[src/rtl/adc0809_emu.sv]
// adc0809_emu: synchronous stand-in for an ADC0809 converter. It answers the
// controller's start/eoc/oe handshake with datasheet-like eoc timing and
// produces deterministic samples (external, ramp, LFSR, constant).
// The board mux chooses between the real converter and this block.
// Optional feature macro: ADC_EMU_LFSR_EN. It enables the LFSR source for
// mode 2'b10. Without it, mode 2'b10 produces the ramp instead.
//
// state   | meaning
// --------+------------------------------------------------------------
// IDLE    | eoc=1, busy=0, waiting for start to rise
// ARMED   | eoc=1, busy=1, SAR held in reset, waiting for start to fall
// DELAY   | eoc=1, busy=1, counting EOC_DLY adc_clk rises
// CONV    | eoc=0, busy=1, counting CONV_CLKS adc_clk rises
// DONE    | eoc=1, busy=0, result published for one clk, then IDLE

module adc0809_emu #(
    parameter int unsigned CONV_CLKS = 64,
    parameter int unsigned EOC_DLY   = 8,
    parameter int unsigned RAMP_STEP = 1,
    parameter logic [7:0]  LFSR_SEED = 8'hB8
) (
    input  logic        clk,
    input  logic        reset_n,
    input  logic        adc_clk,
    input  logic        start,
    input  logic        oe,
    input  logic [1:0]  mode,
    input  logic [7:0]  ext_sample,
    output logic        eoc,
    output logic [7:0]  data_out,
    output logic        data_oe,
    output logic        busy,
    output logic [15:0] conv_count
);

    typedef enum logic [2:0] {
        S_IDLE,
        S_ARMED,
        S_DELAY,
        S_CONV,
        S_DONE
    } state_t;

    localparam logic [7:0] DLY_LOAD  = 8'(EOC_DLY - 1);
    localparam logic [7:0] CONV_LOAD = 8'(CONV_CLKS - 1);
    localparam logic [7:0] STEP      = 8'(RAMP_STEP);
    localparam logic [7:0] CONST_VAL = 8'hA5;

    // Bit 0 and bit 1 form the synchronizer; bit 2 is the previous value.
    logic [2:0] adc_sh;
    logic [2:0] start_sh;
    logic [2:0] oe_sh;

    logic       adc_rise;
    logic       start_rise;
    logic       start_fall;
    logic       oe_sync;

    state_t     state;
    state_t     state_nxt;

    logic [7:0] tmr;
    logic       tmr_tc;
    logic       tmr_load_dly;
    logic       tmr_load_conv;
    logic       tmr_dec;

    logic       capture;
    logic       done_evt;
    logic       eoc_nxt;
    logic       busy_nxt;

    logic [7:0] pending;
    logic [7:0] result;
    logic [7:0] ramp;
    logic [7:0] sample_sel;

`ifdef ADC_EMU_LFSR_EN
    logic [7:0] lfsr;
    logic       lfsr_fb;
`endif

    // Bring the three controller pins into clk; the extra stage provides edge detection.
    always_ff @(posedge clk or negedge reset_n) begin
        if (!reset_n) begin
            adc_sh   <= 3'b000;
            start_sh <= 3'b000;
            oe_sh    <= 3'b000;
        end else begin
            adc_sh   <= {adc_sh[1:0], adc_clk};
            start_sh <= {start_sh[1:0], start};
            oe_sh    <= {oe_sh[1:0], oe};
        end
    end

    assign adc_rise   = adc_sh[1] & ~adc_sh[2];
    assign start_rise = start_sh[1] & ~start_sh[2];
    assign start_fall = ~start_sh[1] & start_sh[2];
    assign oe_sync    = oe_sh[1];
    assign tmr_tc     = (tmr == 8'h00);

    // State register.
    always_ff @(posedge clk or negedge reset_n) begin
        if (!reset_n) begin
            state <= S_IDLE;
        end else begin
            state <= state_nxt;
        end
    end

    // Next-state decode and timer and datapath strobes. A start rise aborts from any busy state.
    always_comb begin
        state_nxt     = state;
        capture       = 1'b0;
        done_evt      = 1'b0;
        tmr_load_dly  = 1'b0;
        tmr_load_conv = 1'b0;
        tmr_dec       = 1'b0;
        eoc_nxt       = 1'b1;
        busy_nxt      = 1'b0;
        case (state)
            S_IDLE: begin
                if (start_rise) begin
                    state_nxt = S_ARMED;
                end
            end
            S_ARMED: begin
                // An adc_clk rise in the same clk as start falling is deliberately dropped.
                if (start_fall) begin
                    capture      = 1'b1;
                    tmr_load_dly = 1'b1;
                    state_nxt    = S_DELAY;
                end
            end
            S_DELAY: begin
                if (start_rise) begin
                    state_nxt = S_ARMED;
                end else if (adc_rise) begin
                    if (tmr_tc) begin
                        tmr_load_conv = 1'b1;
                        state_nxt     = S_CONV;
                    end else begin
                        tmr_dec = 1'b1;
                    end
                end
            end
            S_CONV: begin
                if (start_rise) begin
                    state_nxt = S_ARMED;
                end else if (adc_rise) begin
                    if (tmr_tc) begin
                        done_evt  = 1'b1;
                        state_nxt = S_DONE;
                    end else begin
                        tmr_dec = 1'b1;
                    end
                end
            end
            S_DONE: begin
                state_nxt = start_rise ? S_ARMED : S_IDLE;
            end
            default: begin
                state_nxt = S_IDLE;
            end
        endcase

        // Outputs are registered from the next state, so they change in the same clk as the state.
        case (state_nxt)
            S_ARMED, S_DELAY: busy_nxt = 1'b1;
            S_CONV: begin
                busy_nxt = 1'b1;
                eoc_nxt  = 1'b0;
            end
            default: begin
                busy_nxt = 1'b0;
                eoc_nxt  = 1'b1;
            end
        endcase
    end

    // Registered handshake outputs.
    always_ff @(posedge clk or negedge reset_n) begin
        if (!reset_n) begin
            eoc  <= 1'b1;
            busy <= 1'b0;
        end else begin
            eoc  <= eoc_nxt;
            busy <= busy_nxt;
        end
    end

    // Down-counter shared by the DELAY and CONV phases. The terminal count is zero.
    always_ff @(posedge clk or negedge reset_n) begin
        if (!reset_n) begin
            tmr <= 8'h00;
        end else if (tmr_load_dly) begin
            tmr <= DLY_LOAD;
        end else if (tmr_load_conv) begin
            tmr <= CONV_LOAD;
        end else if (tmr_dec) begin
            tmr <= tmr - 8'd1;
        end
    end

    // Sample source select. Mode is only used at the capture strobe.
    always_comb begin
        sample_sel = 8'h00;
        case (mode)
            2'b00:   sample_sel = ext_sample;
            2'b01:   sample_sel = ramp;
`ifdef ADC_EMU_LFSR_EN
            2'b10:   sample_sel = lfsr;
`else
            2'b10:   sample_sel = ramp;
`endif
            default: sample_sel = CONST_VAL;
        endcase
    end

    // Capture at start fall. A completed conversion publishes the result and advances the generators.
    always_ff @(posedge clk or negedge reset_n) begin
        if (!reset_n) begin
            pending    <= 8'h00;
            result     <= 8'h00;
            ramp       <= 8'h00;
            conv_count <= 16'h0000;
        end else begin
            if (capture) begin
                pending <= sample_sel;
            end
            if (done_evt) begin
                result     <= pending;
                ramp       <= ramp + STEP;
                conv_count <= conv_count + 16'd1;
            end
        end
    end

`ifdef ADC_EMU_LFSR_EN
    // Fibonacci LFSR x^8+x^6+x^5+x^4+1, shifting left, stepping once per completed conversion.
    assign lfsr_fb = lfsr[7] ^ lfsr[5] ^ lfsr[4] ^ lfsr[3];

    always_ff @(posedge clk or negedge reset_n) begin
        if (!reset_n) begin
            lfsr <= LFSR_SEED;
        end else if (done_evt) begin
            lfsr <= {lfsr[6:0], lfsr_fb};
        end
    end
`endif

    // Emulated tri-state bus. It follows the synchronized oe regardless of FSM state.
    always_ff @(posedge clk or negedge reset_n) begin
        if (!reset_n) begin
            data_oe  <= 1'b0;
            data_out <= 8'h00;
        end else begin
            data_oe  <= oe_sync;
            data_out <= oe_sync ? result : 8'h00;
        end
    end

endmodule

[config.mk]
export PLATFORM = sky130hd
export DESIGN_NAME = adc0809_emu
export DESIGN_NICKNAME = d
export VERILOG_FILES = /design/src/rtl/adc0809_emu.sv
export SDC_FILE = /design/constraint.sdc
export NUM_CORES = 1
export LEC_CHECK = 0
export BUFFER_PORTS_ARGS = -buffer_cell sky130_fd_sc_hd__buf_2
export CORE_ASPECT_RATIO = 0.8
export CORE_MARGIN = 5
export CORE_UTILIZATION = 55
export CTS_CLUSTER_DIAMETER = 80
export DETAILED_ROUTE_END_ITERATION = 10
export GPL_TIMING_DRIVEN = 0
export PLACE_DENSITY = 0.77
export SLEW_MARGIN = 15
export SYNTH_ARGS = -nofsm -noshare
export SYNTH_HDL_FRONTEND = slang
export SYNTH_SLANG_ARGS = --single-unit
[constraint.sdc]
create_clock -name clk -period 2.6 [get_ports clk]
set_clock_uncertainty 0.1 [all_clocks]
set_input_delay 0.52 -clock clk [delete_from_list [all_inputs] [get_ports clk]]
set_output_delay 0.52 -clock clk [all_outputs]
set_load 0.01 [all_outputs]
After elaboration in Yosys (flattened, before gate mapping)
Cells that the tools add are included.
{"block": "word_totals", "ram_bits": 0, "wordCells": 66, "latch_bits": 0, "in_bits": 15, "out_inout_bits": 27, "romBits": 0, "mem_count": 0, "ff_bits": 70}
{"block": "classes", "reduce_logical": 7, "shift": 0, "add_sub_neg": 3, "n_eq_ne": 9, "bitwise_logic": 6, "n_div": 0, "magnitude_cmp": 0, "n_mul": 0, "mux": 28}
{"operator": "8-bit 2-to-1 mux", "count": 4}
{"operator": "3-bit 2-to-1 mux", "count": 8}
{"operator": "16-bit by 1-bit adder with 16-bit output (second input constant)", "count": 1}
{"operator": "8-bit case mux with 2 select lines", "count": 1}
{"operator": "3-bit case mux with 5 select lines", "count": 1}
{"operator": "1-bit 2-to-1 mux", "count": 14}
{"operator": "3-bit by 2-bit == test with 1-bit output (second input constant)", "count": 4}
{"operator": "8-bit by 1-bit adder with 8-bit output (second input constant)", "count": 1}
{"operator": "8-bit zero test", "count": 1}
{"operator": "8-bit by 1-bit subtractor with 8-bit output (second input constant)", "count": 1}
{"operator": "3-bit by 1-bit == test with 1-bit output (second input constant)", "count": 2}
{"operator": "2-bit OR reduction", "count": 2}
{"operator": "1-bit bitwise AND", "count": 3}
{"operator": "3-bit == test (second input constant)", "count": 1}
{"operator": "3-bit zero test", "count": 1}
{"operator": "1-bit NOT", "count": 3}
{"operator": "3-bit nonzero test", "count": 1}
{"operator": "3-bit OR reduction", "count": 1}
{"operator": "2-bit by 1-bit == test with 1-bit output (second input constant)", "count": 1}
{"operator": "2-bit == test (second input constant)", "count": 1}
{"operator": "2-bit zero test", "count": 1}

Logic depth before layout (Yosys ltp)
Gate-level depths: netlist of run 1.
{"block": "logic_depth", "depth_word": 8, "depth_mapped": 9, "depth_no_buf": 7}

Worst setup path after synthesis of run 1
Ideal clock, no wire load.
{"block": "synth_path", "path_type": "flip-flop to flip-flop", "from": "reg tmr[0]", "to": "reg conv_count[12]", "setup_slack_ns": 0.643, "t_required_ns": 2.373, "setup_time_ns": 0.127, "n_path_buf": 1, "path_stages_with_launch": 9, "arrival_ns": 1.730, "cell_sequence": "dfrtp_1 inv_1 ha_1 nor4b_2 and4_4 and2_1 buf_2 nand4_1 xnor2_1"}
{"block": "synth_via", "elab_chain_cells": 5}
{"item": "start: declaration", "line_no": "62", "text": "logic [7:0] tmr;"}
{"item": "start signal: assignment", "line_no": "201", "text": "tmr <= tmr - 8'd1;"}
{"item": "8-bit zero test", "line_no": "100", "text": "assign tmr_tc = (tmr == 8'h00);"}
{"item": "1-bit 2-to-1 mux", "line_no": "151", "text": "if (tmr_tc) begin"}
{"item": "1-bit 2-to-1 mux", "line_no": "150", "text": "end else if (adc_rise) begin"}
{"item": "1-bit 2-to-1 mux"}
{"item": "1-bit 2-to-1 mux", "line_no": "121", "text": "case (state)"}
{"item": "end signal: assignment", "line_no": "234", "text": "conv_count <= conv_count + 16'd1;"}
{"item": "end: declaration", "line_no": "33", "text": "output logic [15:0] conv_count"}
No other way between the ends.
A chain may end at the register's enable or synchronous reset.

Final worst setup path of run 1
{"block": "layout_path", "from": "reg tmr[0]", "to": "reg conv_count[4]"}
Same word-level chain as after synthesis.

==> reports/metrics.cfg, run 1 <==
[final_layout]
final_cells = 397
diodes = 0
syn2layout_area_growth_pct = 16.40
final.fill_count = 415
nNetsFinal = 348
fin_area_um2 = 3507
drive_gt1_frac = 0.2048
final_util = 0.6525

[sta]
tightestPinTransition_ns = 0.7524
final_max_slew_viol_count = 0
finalSetupTns_ns = 0
slew_headroom = 0.4913
setup_viol = 0
period_needed_ns = 2.262
fin_ws_ns = 0.3380
grt_setup_unrepaired = false
fmaxAchievable_ghz = 0.4421
timing_hold_violations_final = 0
fin_hold_ws_ns = 0.1946
min_period_over_period = 0.8700

[grt]
overflow = 0
antenna_found_initial = 0
grt_max_degree = 51
grt_first_pass_wirelength_um = 10200
grt_use_total = 0.1818
grt_pass1_vias = 2138

[routing]
maxUsedRoutingLayer = met4
initialDrtViolationCount = 115
drt_first_pass_iters = 4
drc_errors = 0
wl_met1_um = 2823
routed_via_density = 5.448
wl_met2_um = 2584
dr_wl_met3_um = 349
wire_per_inst_um = 14.60
ant_nets = 0
vias = 2163
wirelength_um = 5796

[worst_setup_path]
max_stage_delay_ns = 0.39
required_ns = 2.71
path_cells = inv_1, ha_1, nor4b_2, and4_4, and2_1, buf_2, nand4_1, xnor2_1
cp_data_arrival_time_ns = 2.37
cp_slowest_cell = dfrtp_1
critPathBufInv = 2
cp_top_family = simple AND/OR/NAND/NOR gates
endpoint_kind = flop
startpoint_type = flop
worstPathMaxFanout = 10
worstSetupPathType = reg2reg

[power]
p_leak_nw = 1.768
p_total_mw = 2.427
p_comb_frac = 0.144
seqPwrFrac = 0.546
power_switching_uw = 660.3
intPower_mw = 1.766
pwr-share-clk = 0.310
power_density_nw_per_um2 = 691.9
vdd_drop_max_v = 0.0003604
switching_share = 0.2721

[cts]
cts_tree = yes
cts_max_level = 3
clk_pin_slew_worst_paths_ns = 0.07
cts_resized = 0
hold_buffers = 1
clock_latency_ns = 0.33
post_cts_buffers = 0
clock_path_buffers = 2
cts_sinks = 70
cts_root_buf = clkbuf_8
cts_buffers = 9

[die]
io_pins = 42
fp.dieH_um = 76.20
num_rows = 24
dieArea_um2 = 7068
design.core.area_um2 = 5375
start_util = 0.5605
die_x_um = 92.75

[synthesis]
synth_top_cell_by_area = dfrtp_1
synthCells = 274
synth_area_leaders = dfrtp_1, nand2_1, xnor2_1
synth_most_common_cell = dfrtp_1
synthDistinctLibCells = 44
yosysWarningCount = 0
synth-seq-cells = 70
synth_edf_count = 0
synth_top_cell_area_share = 0.5731
syn_area_per_cell_um2 = 11.00
synth_ff_type = dfrtp_1
synthTopCellsByCount = dfrtp_1, nand2_1, xnor2_1
syn_nets = 294
ys_seq_area_frac = 0.5818
syn_area_um2 = 3013
synthArstFlopShare = 1.000

[placed_design]
place_area_um2 = 3329
portBuffers = 41
place_congestion = 0.8916
place_ws_ns = 0.4004
place.detailed.hpwl_um = 4112
dpl.cell_count = 381

[flow_run]
cap_violations = 0

[hold_path]
hp-class = in2reg

[status]
status = finished clean

path summary, 6_finish.rpt:
path                                     start                        end  slack [ns]  cells after the start
hold reg to reg            adc_sh[0]$_DFF_PN0_        adc_sh[1]$_DFF_PN0_        0.25                      0
setup reg to reg            tmr[0]$_DFFE_PN0P_  conv_count[4]$_DFFE_PN0P_        0.34                      8
setup / recovery            tmr[0]$_DFFE_PN0P_  conv_count[4]$_DFFE_PN0P_        0.34                      8
max in group asynchronous              reset_n  conv_count[4]$_DFFE_PN0P_        1.36                      3
min in group asynchronous              reset_n         tmr[0]$_DFFE_PN0P_        0.52                      2
hold / removal                           start      start_sh[0]$_DFF_PN0_        0.19                      1
state kept, by name, indices dropped and copies added (netlist names):
| name | flops |
|---|---|
| result | 8 |
| conv_count | 16 |
| start_sh | 3 |
| state | 3 |
| data_out | 8 |
| pending | 8 |
| data_oe | 1 |
| eoc | 1 |
| busy | 1 |
| oe_sh | 2 |
| adc_sh | 3 |
| ramp | 8 |
| tmr | 8 |
power by group through the flow:
stage	Clock, mW	Combinational [mW]	Sequential, mW
finish	0.753	0.349	1.32
CTS	0.782	0.352	1.32
detailed placement	0	0.348	1.34
global route	0.848	0.397	1.34
global placement	0	0.331	1.34
floorplan	0	0.234	1.33
cells by family after synthesis:
logic type,synth area share
compound gates,0.06935
fa+ha+maj,0.02409
flops,0.5818
buf+inv,0.02201
simple gates,0.2243
xor+xnor,0.07849
layer usage:
layer / vias to the layer above / global-route usage
met5: - / 0
met2: 73 / 0.2563
met3: 4 / 0.05824
met1: 1032 / 0.2676
met4: 0 / 0.05710
li1: 1054 / -
cells in the final DEF, fill, tap and decap left out, types with 3 or more instances in the layout:
| cell | count |
|---|---|
| o31ai_1 | 6 |
| nor2_1 | 8 |
| and3_1 | 5 |
| xor2_1 | 12 |
| nand3_1 | 5 |
| o21ai_1 | 4 |
| nor2b_1 | 4 |
| ha_1 | 5 |
| a221oi_1 | 4 |
| inv_1 | 5 |
| nor3_1 | 6 |
| nand2_1 | 52 |
| buf_2 | 42 |
| nand2b_1 | 4 |
| clkbuf_1 | 6 |
| clkbuf_8 | 11 |
| o21ai_0 | 3 |
| nand4_1 | 12 |
| o211ai_1 | 3 |
| nor3_2 | 3 |
| dfrtp_1 | 69 |
| nor4_1 | 3 |
| a22oi_1 | 4 |
| xnor2_1 | 15 |
| and2_1 | 10 |
| buf_1 | 4 |
| a21oi_1 | 5 |
worst register-to-register path: cells and delay by family (launching register included):
kind	cells	cell delay, ns
adders and majority gates	1	0.22
DFF	1	0.39
xor gates and xnor gates	1	0.16
buffers and inverters	2	0.34
and+or+nand+nor	4	0.94
final cells by class:
class	count	area, um^2	area share
sequential	70	1753	0.4998
multi-input combinational	189	1194	0.3403
timing repair buffer	43	245.2	0.06993
clock buffer	14	162.7	0.04638
tap	65	81.33	0.02319
buffer	10	47.55	0.01356
inverter	5	18.77	0.005351
clock inverter	1	5.005	0.001427
No activity file was read; power rests on OpenSTA's default activity.
==> inputs of run 2 (changes only) <==
- BUFFER_PORTS_ARGS: -buffer_cell sky130_fd_sc_hd__buf_2 -> not set
- DONT_BUFFER_PORTS: not set -> 1
- PLACE_DENSITY: 0.77 -> 0.7
==> reports/metrics.cfg, run 2 (synthesis gave the netlist of run 1 again) <==
[die]
io_pins = 42
design.core.area_um2 = 5375
start_util = 0.5605
num_rows = 24
dieArea_um2 = 7068
fp.dieH_um = 76.20
die_x_um = 92.75

[sta]
timing_hold_violations_final = 0
period_needed_ns = 2.305
tightestPinTransition_ns = 0.8488
slew_headroom = 0.4262
grt_setup_unrepaired = false
final_max_slew_viol_count = 0
finalSetupTns_ns = 0
setup_viol = 0
fmaxAchievable_ghz = 0.4339
min_period_over_period = 0.8864

[power]
p_leak_nw = 1.596
vdd_drop_max_v = 0.0003225
power_density_nw_per_um2 = 790.0

[final_layout]
final_util = 0.6255
diodes = 0
final_common_cell = dfrtp_1
largest_reg_flops = 16
final.fill_count = 434
mostFrequentLayoutCells = dfrtp_1, nand2_1, xnor2_1
syn2layout_area_growth_pct = 11.59
drive_gt1_frac = 0.09589
regArea_um2 = 1753
multi_input_area_um2 = 1194
largest_register = conv_count
nNetsFinal = 307

[cts]
clk_pin_slew_worst_paths_ns = 0.07
clock_path_buffers = 2
cts_max_level = 3
cts_tree = yes
cts_root_buf = clkbuf_8
cts_sinks = 70
cts_resized = 0
clock_latency_ns = 0.34
cts_buffers = 9

[grt]
grt_use_total = 0.1766
grt_first_pass_wirelength_um = 9680
overflow = 0
grt_pass1_vias = 1927
antenna_found_initial = 0
grt_max_degree = 71

[placed_design]
place.detailed.hpwl_um = 3917
place_congestion = 0.9140
portBuffers = 0

[worst_setup_path]
worstPathMaxFanout = 10
endpoint_kind = flop
startpoint_type = flop
worstSetupPathType = reg2reg
required_ns = 2.71
cp_data_arrival_time_ns = 2.42

[routing]
ant_nets = 0
wirelength_um = 5589
drc_errors = 0
drt_first_pass_iters = 4
vias = 1979
wire_per_inst_um = 15.66
initialDrtViolationCount = 182
routed_via_density = 5.543

[status]
status = finished clean

[flow_run]
cap_violations = 0

[hold_path]
hp-class = in2reg

==> run 2: changes by cell type in the layout (fill, tap and decap cells not counted), sizes merged <==
cell	previous run	this run
clkbuf	17	15
bufinv	0	3
buf	49	8
==> run 2: worst max-delay path: stages, from the launching register on <==
cell and delay (ns):
dfrtp_1 0.40, inv_1 0.10, ha_1 0.21, nor4b_2 0.35
and4_4 0.31, and2_1 0.17, buf_2 0.24, nand4_1 0.14
xnor2_1 0.16
==> run 2: area by class of cell <==
class	count	area share
sequential	70	0.5214
multi-input combinational	189	0.3550
clock buffer	12	0.04019
clock inverter	4	0.02828
tap	65	0.02419
buffer	10	0.01414
timing repair buffer	2	0.01116
inverter	5	0.005582
==> run 2: report_power, final <==
group | switching, mW | total [mW] | leakage [nW] | internal [mW]
combinational | 0.178 | 0.308 | 0.557 | 0.130
sequential | 0.114 | 1.34 | 0.925 | 1.22
clock | 0.374 | 1.01 | 0.115 | 0.637
total | 0.666 | 2.66 | 1.60 | 1.99
==> run 2: layer usage <==
metal	up-vias	GRT usage	wire length [um]
li1	976	-	-
met1	920	0.2620	2770
met2	74	0.2245	2253
met3	9	0.08490	498
met4	0	0.05710	67
met5	-	0	0
==> run 2: path summary, 6_finish.rpt <==
kind	start	endpoint	slack [ns]	cells past startpoint
setup / recovery	tmr[0]$_DFFE_PN0P_	conv_count[12]$_DFFE_PN0P_	0.30	8
hold / removal	oe	oe_sh[0]$_DFF_PN0_	0.10	0
setup reg to reg	tmr[0]$_DFFE_PN0P_	conv_count[12]$_DFFE_PN0P_	0.30	8
hold reg to reg	start_sh[0]$_DFF_PN0_	start_sh[1]$_DFF_PN0_	0.26	0
max in group asynchronous	reset_n	eoc$_DFF_PN1_	1.44	2
min in group asynchronous	reset_n	data_out[4]$_DFF_PN0_	0.64	2
==> run 2: stage by stage <==
step	hold slack, ns	std cells	cell area [um^2]	total power [mW]	setup WS [ns]
3_5_place_dp	0.1265	339	3094	1.638	0.3314
4_1_cts	0.08334	357	3362	2.688	0.3149
5_1_grt	0.06796	357	3362	2.814	0.1454
3_3_place_gp	0.1271	339	3094	1.625	0.3609
2_1_floorplan	0.1244	274	3013	1.561	0.6431
6_report	0.1039	357	3362	2.656	0.2952
==> run 2: repair_timing <==
action / in CTS / in global routing
endpoints found under the hold margin: 70 / 0
hold buffers: 2 / 0
setup endpoints to repair: 0 / 0
buffers inserted: 0 / 0
==> inputs of run 3 (changes only) <==
- ABC_AREA: not set -> 1
==> reports/metrics.cfg, run 3 <==
[cts]
cts_sinks = 70
cts_root_buf = clkbuf_8
cts_buffers = 9
clock_latency_ns = 0.36
post_cts_buffers = 0
cts_max_level = 3
clock_path_buffers = 2
clk_pin_slew_worst_paths_ns = 0.08
cts_tree = yes

[routing]
drc_errors = 0
routed_via_density = 5.104
drt_first_pass_iters = 4
vias = 2649
wirelength_um = 6965
wire_per_inst_um = 13.42
ant_nets = 0
initialDrtViolationCount = 126

[worst_setup_path]
max_stage_delay_ns = 0.38
worstSetupPathType = reg2reg
endpoint_kind = flop
reg2reg_slack_ns = 0.61
critPathBufInv = 2
worstPathMaxFanout = 10
cp_data_arrival_time_ns = 2.12
startpoint_type = flop
path_cells = inv_1, ha_1, nand2_2, nor2_8, nand4_4, buf_2, nand2_1, o21ai_1
cp_slowest_cell = dfrtp_1
required_ns = 2.73
cp_top_family = simple AND/OR/NAND/NOR gates

[synthesis]
synth_edf_count = 0
synthXorXnorAreaFrac = 0.04369
synth_compound_area_frac = 0.07012
yosys.area_share.adder = 0.01836
yosysWarningCount = 0
syn_area_um2 = 3408
synthTopCellsByCount = nand2_1, dfrtp_1, inv_1
synth_top_family_by_area = simple AND/OR/NAND/NOR gates
synthDistinctLibCells = 26
synth_ff_type = dfrtp_1
synth_area_leaders = dfrtp_1, nand2_1, inv_1
syn_nets = 440
synth_top_cell_by_area = dfrtp_1
synthCells = 420
synthArstFlopShare = 1.000
syn_area_per_cell_um2 = 8.115
synth_top_cell_area_share = 0.5066
synth-seq-cells = 70
synth_mux_area_frac = 0
ys_seq_area_frac = 0.5143
synth_most_common_cell = nand2_1
synth-simple-area-share = 0.2728

[final_layout]
diodes = 0
largest_register = conv_count
final_cells = 519
mostFrequentLayoutCells = nand2_1, dfrtp_1, inv_1
drive_gt1_frac = 0.07991
nNetsFinal = 453
largest_reg_flops = 16
final_common_cell = nand2_1
fin_area_um2 = 3742
syn2layout_area_growth_pct = 9.802

[placed_design]
place_area_um2 = 3510
dpl.cell_count = 501
place.detailed.hpwl_um = 4912
place_congestion = 0.8728
portBuffers = 0

[sta]
setup_viol = 0
finalSetupTns_ns = 0
grt_setup_unrepaired = false
tightestPinTransition_ns = 0.5086
min_period_over_period = 0.7668
fmaxAchievable_ghz = 0.5016
period_needed_ns = 1.994
final_max_slew_viol_count = 0
timing_hold_violations_final = 0
slew_headroom = 0.6587

[die]
die_x_um = 98.01
io_pins = 42
start_util = 0.5705
fp.dieH_um = 80.41
num_rows = 25
design.core.area_um2 = 5974
dieArea_um2 = 7881

[grt]
grt_pass1_vias = 2440
grt_use_total = 0.1961
grt_max_degree = 71
grt_first_pass_wirelength_um = 12030
overflow = 0
antenna_found_initial = 0

[power]
power_density_nw_per_um2 = 751.7
p_total_mw = 2.813
p_leak_nw = 1.879
vdd_drop_max_v = 0.0005151

[status]
status = finished clean

[hold_path]
hp-class = in2reg

[flow_run]
cap_violations = 0

[run 3: cell types whose count changed after synthesis, sizes merged, moves of 6 or more]
cell / change
o21ai: +28
nor2: +24
o31ai: -6
and2: -10
nand3: +19
xnor2: -10
inv: +54
nand2: +90
[run 3: path summary, 6_finish.rpt]
path,start,cells past startpoint,end
min reg2reg,start_sh[0]$_DFF_PN0_,0,start_sh[1]$_DFF_PN0_
max in group asynchronous,reset_n,2,eoc$_DFF_PN1_
max reg2reg,tmr[0]$_DFFE_PN0P_,8,conv_count[5]$_DFFE_PN0P_
min,adc_clk,0,adc_sh[0]$_DFF_PN0_
min in group asynchronous,reset_n,2,busy$_DFF_PN0_
max,tmr[0]$_DFFE_PN0P_,8,conv_count[5]$_DFFE_PN0P_
[run 3: kinds of logic after synthesis]
family / Yosys count
buffers and inverters: 67
AOI/OAI and AO/OA: 44
and+or+nand+nor: 217
adders and majority gates: 5
DFF: 70
xor gates and xnor gates: 17
[run 3: layout make-up]
type	count	area, um^2
plain buffers	7	45.04
fillers	515	2232
inverters	60	230.2
multi-input cells	283	1380
clock inverters	6	67.56
well taps	81	101.3
flip-flops and latches	70	1753
repair buffers	2	37.54
clock buffers	10	127.6
[run 3: report_power, final]
group | switching (mW) | leakage, nW | total [mW] | internal, mW
clock network | 0.429 | 0.0933 | 0.876 | 0.448
registers | 0.128 | 0.929 | 1.39 | 1.26
logic | 0.362 | 0.857 | 0.548 | 0.186
total | 0.918 | 1.88 | 2.81 | 1.90
[run 3: metrics by stage]
step / util / setup WS [ns] / hold WS [ns]
after CTS: 0.6264 / 0.6049 / 0.07603
after floorplan: - / 0.9333 / 0.1244
final: 0.6264 / 0.6064 / 0.08938
after global routing: 0.6264 / 0.3830 / 0.06247
after global placement: 0.5874 / 0.6809 / 0.1263
after detailed placement: 0.5874 / 0.6396 / 0.1264
[run 3: worst register-to-register path, cell delays in order, from the launching register on]
cell and delay (ns):
dfrtp_1 0.38, inv_1 0.12, ha_1 0.27, nand2_2 0.16
nor2_8 0.19, nand4_4 0.23, buf_2 0.28, nand2_1 0.07
o21ai_1 0.06
[run 3: timing repair]
item,CTS,global route
endpoints found under the hold margin,70,0
gates resized for setup,0,0
hold buffers,2,0
[run 3: routing by layer]
metal,global-route usage,part of all wire,routed length [um]
met5,0,0,0
met4,0.07469,0.022,153
met3,0.06076,0.051,354
met2,0.2942,0.44,3039
met1,0.2672,0.49,3417
